## src/rtl/alu_pkg.sv

```systemverilog
// Shared ALU definitions: datapath widths and the rotate-unit state encoding.
package alu_pkg;

    localparam int ALU_WIDTH   = 32;
    localparam int ALU_SHAMT_W = 5;

    typedef enum logic [1:0] {
        IDLE   = 2'd0,
        ROTATE = 2'd1,
        DONE   = 2'd2
    } ror_state_e;

endpackage

```

## src/rtl/alu_ror_step.sv

```systemverilog
// Combinational rotate of a WIDTH-bit value by 0..2**AMT_W-1 bits.
// Right-only by default; ALU_ROR_ROL_EN adds a left-rotate direction input.
module alu_ror_step #(
    parameter int WIDTH = 32,
    parameter int AMT_W = 5
) (
    input  logic [WIDTH-1:0] val_i,
    input  logic [AMT_W-1:0] amt_i,
`ifdef ALU_ROR_ROL_EN
    input  logic             dir_left_i,
`endif
    output logic [WIDTH-1:0] val_o
);

    // A shift by WIDTH yields zero, so amt_i == 0 passes val_i through unchanged.
    logic [WIDTH-1:0] ror_val;
    assign ror_val = (val_i >> amt_i) | (val_i << (WIDTH - int'(amt_i)));

`ifdef ALU_ROR_ROL_EN
    logic [WIDTH-1:0] rol_val;
    assign rol_val = (val_i << amt_i) | (val_i >> (WIDTH - int'(amt_i)));
    assign val_o   = dir_left_i ? rol_val : ror_val;
`else
    assign val_o   = ror_val;
`endif

endmodule

```

## src/rtl/alu_ror_seq.sv

```systemverilog
// Multi-cycle rotate unit: rotates right by num_rotates, up to STEP bits per clock,
// under a start/busy/done handshake. ALU_ROR_ROL_EN adds a dir_left input for left rotates.
module alu_ror_seq
    import alu_pkg::*;
#(
    parameter int WIDTH   = ALU_WIDTH,
    parameter int SHAMT_W = ALU_SHAMT_W,
    parameter int STEP    = 1
) (
    input  logic               clock,
    input  logic               clear_n,
    input  logic               start,
    input  logic [WIDTH-1:0]   data_input,
    input  logic [SHAMT_W-1:0] num_rotates,
`ifdef ALU_ROR_ROL_EN
    input  logic               dir_left,
`endif
    output logic               busy,
    output logic               done,
    output logic [WIDTH-1:0]   data_output
);

    localparam logic [SHAMT_W-1:0] STEP_C = SHAMT_W'(STEP);

    ror_state_e         state_q, state_d;
    logic [WIDTH-1:0]   work_q, work_d;
    logic [SHAMT_W-1:0] rem_q, rem_d;
    logic [WIDTH-1:0]   out_q, out_d;
    logic [SHAMT_W-1:0] k;
    logic [SHAMT_W-1:0] rem_nxt;
    logic [WIDTH-1:0]   step_val;

`ifdef ALU_ROR_ROL_EN
    logic dir_q, dir_d;
`endif

    assign k       = (rem_q < STEP_C) ? rem_q : STEP_C;
    assign rem_nxt = rem_q - k;

    alu_ror_step #(
        .WIDTH (WIDTH),
        .AMT_W (SHAMT_W)
    ) u_step (
        .val_i      (work_q),
        .amt_i      (k),
`ifdef ALU_ROR_ROL_EN
        .dir_left_i (dir_q),
`endif
        .val_o      (step_val)
    );

    always_comb begin
        state_d = state_q;
        work_d  = work_q;
        rem_d   = rem_q;
        out_d   = out_q;
`ifdef ALU_ROR_ROL_EN
        dir_d   = dir_q;
`endif
        unique case (state_q)
            IDLE: begin
                if (start) begin
                    work_d = data_input;
                    rem_d  = num_rotates;
`ifdef ALU_ROR_ROL_EN
                    dir_d  = dir_left;
`endif
                    // A zero count skips ROTATE, so the result is published right away.
                    if (num_rotates == '0) begin
                        state_d = DONE;
                        out_d   = data_input;
                    end else begin
                        state_d = ROTATE;
                    end
                end
            end
            ROTATE: begin
                work_d = step_val;
                rem_d  = rem_nxt;
                if (rem_nxt == '0) begin
                    state_d = DONE;
                    out_d   = step_val;
                end
            end
            DONE:    state_d = IDLE;
            default: state_d = IDLE;
        endcase
    end

    always_ff @(posedge clock or negedge clear_n) begin
        if (!clear_n) begin
            state_q <= IDLE;
            work_q  <= '0;
            rem_q   <= '0;
            out_q   <= '0;
`ifdef ALU_ROR_ROL_EN
            dir_q   <= 1'b0;
`endif
        end else begin
            state_q <= state_d;
            work_q  <= work_d;
            rem_q   <= rem_d;
            out_q   <= out_d;
`ifdef ALU_ROR_ROL_EN
            dir_q   <= dir_d;
`endif
        end
    end

    assign busy        = (state_q != IDLE);
    assign done        = (state_q == DONE);
    assign data_output = out_q;

endmodule
```

## config.mk

```make
export PLATFORM = sky130hd
export DESIGN_NAME = alu_ror_seq
export DESIGN_NICKNAME = d
export VERILOG_FILES = /design/src/rtl/alu_pkg.sv /design/src/rtl/alu_ror_step.sv /design/src/rtl/alu_ror_seq.sv
export SDC_FILE = /design/constraint.sdc
export NUM_CORES = 1
export LEC_CHECK = 0
export CAP_MARGIN = 20
export CELL_PAD_IN_SITES_DETAIL_PLACEMENT = 0
export CELL_PAD_IN_SITES_GLOBAL_PLACEMENT = 1
export CORE_ASPECT_RATIO = 2
export CORE_MARGIN = 5
export CORE_UTILIZATION = 42
export CTS_CLUSTER_DIAMETER = 30
export CTS_CLUSTER_SIZE = 20
export DETAILED_ROUTE_END_ITERATION = 10
export GPL_ROUTABILITY_DRIVEN = 1
export GPL_TIMING_DRIVEN = 0
export PLACE_DENSITY = 0.85
export SYNTH_ARGS = -nofsm -noshare
export SYNTH_HDL_FRONTEND = slang
export SYNTH_SLANG_ARGS = --single-unit
```

## constraint.sdc

```tcl
create_clock -name clock -period 6.87 [get_ports clock]
set_input_delay 0.687 -clock clock [delete_from_list [all_inputs] [get_ports clock]]
set_output_delay 0.687 -clock clock [all_outputs]
set_load 0.02 [all_outputs]
```

# [After elaboration in Yosys (flattened, before gate mapping)]
# Index checks and enable logic that the tools add are counted.
# W data, S select, Z words.
[classes] add_sub_neg=2 magnitude_cmp=1 eq_ne=5 n_shift=2 mux=13 n_bitwise=1 n_reduce_logical=8
[op_table] op="$mux W32" n=4
[op_table] op="$pmux W32 S2" n=2
[op_table] op="$or A32 B32 Y32" n=1
[op_table] op="$shl A32 B32 Y32" n=1
[op_table] op="$shr A32 B5 Y32" n=1
[op_table] op="$logic_not A5 Y1" n=2
[op_table] op="$mux W5" n=2
[op_table] op="$pmux W5 S2" n=1
[op_table] op="$sub A6 B5 Y7 const A" n=1
[op_table] op="$mux W2" n=3
[op_table] op="$ne A2 B2 Y1 const B" n=3
[op_table] op="$lt A5 B1 Y1 const B" n=1
[op_table] op="$sub A5 B5 Y5" n=1
[op_table] op="$pmux W2 S2" n=1
[op_table] op="$reduce_and A2 Y1" n=2
[op_table] op="$reduce_and A4 Y1" n=1
[op_table] op="$reduce_bool A2 Y1" n=2
[op_table] op="$eq A2 B1 Y1 const B" n=1
[op_table] op="$eq A2 B2 Y1 const B" n=1
[op_table] op="$logic_not A2 Y1" n=1
[word_totals] ff_bits=71 inputBits=40 out_inout_bits=34 word_cells=36

# [Logic depth before layout (Yosys ltp)]
[depth] depth_word=7 ltp_mapped=13 depth_no_buf=9

# [Cells and area by module]
# From an unflattened synthesis, not the netlist that was laid out.
[unflattened] cells_unflattened=812 hier_area_um2=6969.2
[modules_own_cells] module="alu_ror_step" n_inst=1 cells_per_inst=437 area_per_inst_um2=3588.4 seq_area_each_um2=0.0
[modules_own_cells] module="alu_ror_seq" n_inst=1 cells_per_inst=375 area_per_inst_um2=3380.7 seq_area_each_um2=1776.7

# [Worst setup path after synthesis]
# Ideal clock, no wire load.
[synth_timing] path_type="reg2reg" from="register rem_q[1]" to="register work_q[12]" setup_time_ns=0.137 t_arrival_ns=2.423 required_time_ns=6.733 setup_slack_ns=4.310 stages_incl_launch_ff=14 n_path_buf=4 synth_period_minus_slack_ns=2.560 path_cell_list="dfrtp_1 > buf_6 > nor3_4 > nand2_2 > inv_2 > buf_2 > ha_1 > clkbuf_1 > buf_2 > mux2_2 > a21oi_1 > a21oi_1 > a21oi_1 > a21oi_1"
[synth_between] elab_chain_cells=6 elab_cells_between_ends=7 cone_classes="add/sub: 1; order compare: 1; shift: 2; mux: 2; bitwise: 1"
[synth_rtl] element="start, declared" line_no="alu_ror_seq.sv:27" rtl="logic [SHAMT_W-1:0] rem_q, rem_d;"
[synth_rtl] element="start signal, assigned" line_no="alu_ror_seq.sv:102" rtl="rem_q <= rem_d;"
[synth_rtl] element="$lt A5 B1 Y1" line_no="alu_ror_seq.sv:37" rtl="assign k = (rem_q < STEP_C) ? rem_q : STEP_C;"
[synth_rtl] element="$mux W5 (*)" line_no="alu_ror_seq.sv:37"
[synth_rtl] element="$sub A6 B5 Y7" line_no="alu_ror_step.sv:17" rtl="assign ror_val = (val_i >> amt_i) | (val_i << (WIDTH - int'(amt_i)));"
[synth_rtl] element="$shl A32 B32 Y32" line_no="alu_ror_step.sv:17"
[synth_rtl] element="$or A32 B32 Y32 (*)" line_no="alu_ror_step.sv:17"
[synth_rtl] element="$pmux W32 S2 (*)" line_no="alu_ror_seq.sv:60" rtl="unique case (state_q)"
[synth_rtl] element="end signal, assigned" line_no="alu_ror_seq.sv:101" rtl="work_q <= work_d;"
[synth_rtl] element="end, declared" line_no="alu_ror_seq.sv:26" rtl="logic [WIDTH-1:0] work_q, work_d;"
# Mark *: on every way between the ends. The rest lies on a longest branch, timed or not.
# A chain may end at the register's enable or synchronous reset.

# [Worst setup path in the final report]
[layout_timing] from="register rem_q[3]" to="register work_q[14]"
# Same word-level chain as after synthesis.

==> parameters.txt <==
Parameter                              Value

Critical path
  Reg-to-reg critical path startpoint ... rem_q[3]
  Worst Path Arrival ... 3420 ps
  Capture instance of the worst register-to-register path ... work_q[14]
  Count of cells along the worst register-to-register path ... 12
  Critical path peak fanout ... 10
  Worst setup slack for register-to-register paths ... about 3600 ps
  Category of the worst setup path launch point ... flop
  Critical Path End Type ... flop
  Type of the setup path with the least slack ... flop to flop
  Required time of the critical path ... 7070 ps

Floorplanning
  Initial cell density of the core ... 0.429
  Io pins ... 74
  Die area ... 0.0118 sq mm
  Floorplan die width ... about 79 um
  Vertical die dimension ... 148 um
  Cell row count ... 50
  Area of the core ... 0.00938 sq mm

Synthesis
  Netlist area before placement ... 0.00403 sq mm
  Compound-gate portion of the synthesized area ... 0.296
  Area share of xor/xnor cells in the synthesized design ... 0
  Most numerous cell in the Yosys netlist ... sky130_fd_sc_hd__a21oi_1
  Dominant combinational cell family by area after synthesis ... compound AO/OA/AOI/OAI gates
  Fraction of the mapped netlist area in adder cells ... 0.00622
  Post-synthesis net count ... 511
  Total of warnings raised by yosys ... 0
  Proportion of register bits with asynchronous set or reset after synthesis ... 1.00
  Multiplexer share of the synthesized area ... 0.0581
  Flops & latches, synth ... 71
  Area contributors post-synth ... sky130_fd_sc_hd__dfrtp_1 44%, sky130_fd_sc_hd__a21oi_1 11%, sky130_fd_sc_hd__nor2_1 5.5%
  Mapped Cells ... 469
  Post-synth top flop ... sky130_fd_sc_hd__dfrtp_1
  Yosys cell types ... 51
  Synthesized-area fraction occupied by and/or/nand/nor cells ... 0.146
  Cell type with the highest aggregate area in the netlist ... sky130_fd_sc_hd__dfrtp_1
  Average size of a mapped cell ... 8.58 sq um
  Part of the Yosys area used for sequential elements ... 0.441
  Number of enable flip-flop cells after synthesis ... 0
  Yosys top cell area share ... 0.441
  Synth cell count leaders ... 91 x sky130_fd_sc_hd__a21oi_1, 71 x sky130_fd_sc_hd__dfrtp_1, 59 x sky130_fd_sc_hd__nor2_1

Timing
  Final worst clock skew ... 5.48 ps
  Highest achievable clock rate ... 310 MHz
  Max Slew Vio Count ... 0
  Worst max-slew margin expressed relative to the limit ... 0.403
  Final setup violating endpoints ... 0
  Final period util ... 0.470
  Final Hold Violating Endpoints ... 0
  Final-layout setup total negative slack ... 0 ps
  Slew @ Worst Pin ... 895 ps
  Worst path setup slack after routing ... 3640 ps
  Hold_ws ... 471 ps
  Minimum clock period after layout ... 3230 ps
  Setup repair after global routing missed its margin ... false

Global routing
  Vias in the first global route ... 3,949
  Antenna violations before repair ... 0
  Global Route Usage Sum ... 0.242
  Global-route wire length before repair ... 21,500 um
  Pin count of the biggest net entering global routing ... 72
  GRT Residual Overflow ... 0

Pwr
  Cell internal pwr ... 1.53 mW
  P_leak ... about 2.1 nW
  Fraction of power consumed by the clock network ... 0.191
  Power density over the cells ... 517 mW/mm^2
  Switching share of total power ... 0.433
  Sequential group share of total power ... 0.320
  Proportion of power drawn by combinational gates ... 0.489
  Sw Pwr ... ~1.2 mW
  Peak supply drop ... 0.000248 V

Detailed routing
  First-iteration detailed-routing DRC count ... 162
  First-pass detailed-route iteration total ... 5
  Count of antenna-violating nets left after detailed routing ... 0
  DRT Wirelength ... 13,700 um
  Routed len/inst ... just over 20 um
  Remaining design rule violation count ... 0
  Vias per cell ... roughly 5.9
  Via total after detailed routing ... 3,909

Clock tree
  Clock edge transition at the registers on the reported setup and hold paths ... around 60 ps
  Maximum level of the CTS H-tree ... 3
  TritonCTS clock tree ... yes
  Clock latency on the worst-skew pair ... between 300 and 400 ps
  Clock root cell ... sky130_fd_sc_hd__clkbuf_16
  Number of buffers inserted to repair setup after CTS ... 0
  Number of hold-repair buffers added at the cts stage ... 0
  Clock Path Buffers ... 2
  Total CTS buffers ... 9
  Sinks on the clock net ... approximately 70
  Post-cts gate resize count ... 0

Place
  Placed cell area ... 0.00488 sq mm
  Count of buffers inserted at the top-level ports ... 73
  Weighted congestion reported at the end of routability-driven placement ... 0.917
  Worst setup slack before clock tree synthesis ... roughly 3600 ps
  Sum of net half-perimeters after detailed placement ... 10,500 um

Finish
  Share of final-layout standard cells stronger than drive strength 1 ... 0.104
  Number of inserted filler cells in the final layout ... 907
  Area of combinational cells with multiple inputs ... 0.00204 sq mm
  Synth-to-layout area growth ... 29.6%
  Reg area ... ~0.0018 sq mm
  Antenna diode instance count ... 0
  Number of nets in the final layout ... 595
  Design area ... 0.00522 sq mm

Job
  Total of max-cap violations ... 0

Run status
  Result of the run ... completed

Worst hold path
  Worst hold-check path type ... primary input to asynchronous set/reset pin
-- flip-flops by register name (all words and copies together), names as in the netlist --
signal and cells:
data_output 32, rem_q 5, state_q 2, work_q 32
-- power by group through the flow --
stage	combinational, mW	clock [mW]	sequential, mW
after detailed placement	1.32	0	0.866
after CTS	1.33	0.525	0.860
final	1.32	0.515	0.864
after floorplan	0.757	0	0.900
after global routing	1.45	0.546	0.896
after global placement	1.31	0	0.863
-- logic make-up after synthesis --
kind of cell               Yosys count
AOI/OAI and AO/OA                  191
DFF                                 71
buffers and inverters               48
muxes                               20
other                                1
and+or+nand+nor                    136
adders and majority gates            2
-- worst max-delay path, stage by stage, from the launching register on --
cell and delay (ps):
sky130_fd_sc_hd__dfrtp_1 460, sky130_fd_sc_hd__nor2_1 400, sky130_fd_sc_hd__nand2_2 170, sky130_fd_sc_hd__inv_2 210, sky130_fd_sc_hd__buf_2 260, sky130_fd_sc_hd__ha_1 260, sky130_fd_sc_hd__clkbuf_1 190, sky130_fd_sc_hd__buf_2 240
sky130_fd_sc_hd__mux2_2 290, sky130_fd_sc_hd__a21oi_1 170, sky130_fd_sc_hd__a21oi_1 110, sky130_fd_sc_hd__a21oi_1 220, sky130_fd_sc_hd__a21oi_1 100
-- area by class of cell --
cell class | instances | area share
timing repair buffer | 73 | 0.140
clock inverter | 5 | 0.0153
sequential | 71 | 0.341
tap | 104 | 0.0249
multi-input combinational | 350 | 0.392
clock buffer | 11 | 0.0484
inverter | 7 | 0.00504
buffer | 41 | 0.0343
-- layer usage --
metal | global-route usage | share of wire
met5 | 0 | 0
met4 | 0.119 | 0.045
met3 | 0.0485 | 0.042
met2 | 0.432 | 0.54
met1 | 0.268 | 0.38
-- per-stage QoR --
stage,std cells,util,power (mW)
2_1_floorplan,469,-,1.66
3_3_place_gp,646,0.521,2.17
3_5_place_dp,646,0.521,2.19
4_1_cts,662,0.556,2.71
5_1_grt,662,0.556,2.89
6_report,662,0.556,2.70
-- how the worst max path moves through the flow --
| stage | from | to | slack, ps | cells after the start |
|---|---|---|---|---|
| floorplan | rem_q[1] | work_q[12] | 4310 | 13 |
| global placement | clear_n | state_q[0] | 2700 | 1 |
| detailed placement | rem_q[3] | work_q[15] | 3640 | 12 |
| CTS | rem_q[3] | data_output[29] | 3610 | 10 |
| global route | rem_q[3] | data_output[30] | 3340 | 12 |
| finish | rem_q[3] | work_q[14] | 3640 | 12 |
-- cell usage in the layout, fill, tap and decap left out, types with 2 or more instances in the layout --
cell type                         Yosys  routed
sky130_fd_sc_hd__clkdlybuf4s50_1      0      72
sky130_fd_sc_hd__o31ai_1             19      19
sky130_fd_sc_hd__bufinv_16            0       2
sky130_fd_sc_hd__a311oi_1             7       7
sky130_fd_sc_hd__inv_2                2       2
sky130_fd_sc_hd__ha_1                 2       2
sky130_fd_sc_hd__clkinvlp_4           0       2
sky130_fd_sc_hd__a22oi_1              3       3
sky130_fd_sc_hd__clkbuf_1            27      27
sky130_fd_sc_hd__inv_1                5       5
sky130_fd_sc_hd__or2_2                2       2
sky130_fd_sc_hd__mux2i_1              2       2
sky130_fd_sc_hd__buf_4                1       2
sky130_fd_sc_hd__nand2_1             40      40
sky130_fd_sc_hd__o22a_1               2       2
sky130_fd_sc_hd__nor2b_1              3       3
sky130_fd_sc_hd__nand3_1             10      10
sky130_fd_sc_hd__o21ai_1              3       3
sky130_fd_sc_hd__o22ai_1             12      12
sky130_fd_sc_hd__a211oi_1             5       5
sky130_fd_sc_hd__nor3_1              11      11
sky130_fd_sc_hd__a21oi_1             91      91
sky130_fd_sc_hd__nor4_1               2       2
sky130_fd_sc_hd__buf_2               11      11
sky130_fd_sc_hd__nor2_1              59      59
sky130_fd_sc_hd__a21o_1              10      10
sky130_fd_sc_hd__o2bb2ai_1            3       3
sky130_fd_sc_hd__a31oi_1              9       9
sky130_fd_sc_hd__mux2_2              17      17
sky130_fd_sc_hd__o211ai_1             3       3
sky130_fd_sc_hd__o21ai_0             14      14
sky130_fd_sc_hd__clkbuf_8             0       2
sky130_fd_sc_hd__clkbuf_16            0       9
sky130_fd_sc_hd__dfrtp_1             71      71
sky130_fd_sc_hd__and3_1               2       2
Power figures use the tool's default switching activity.
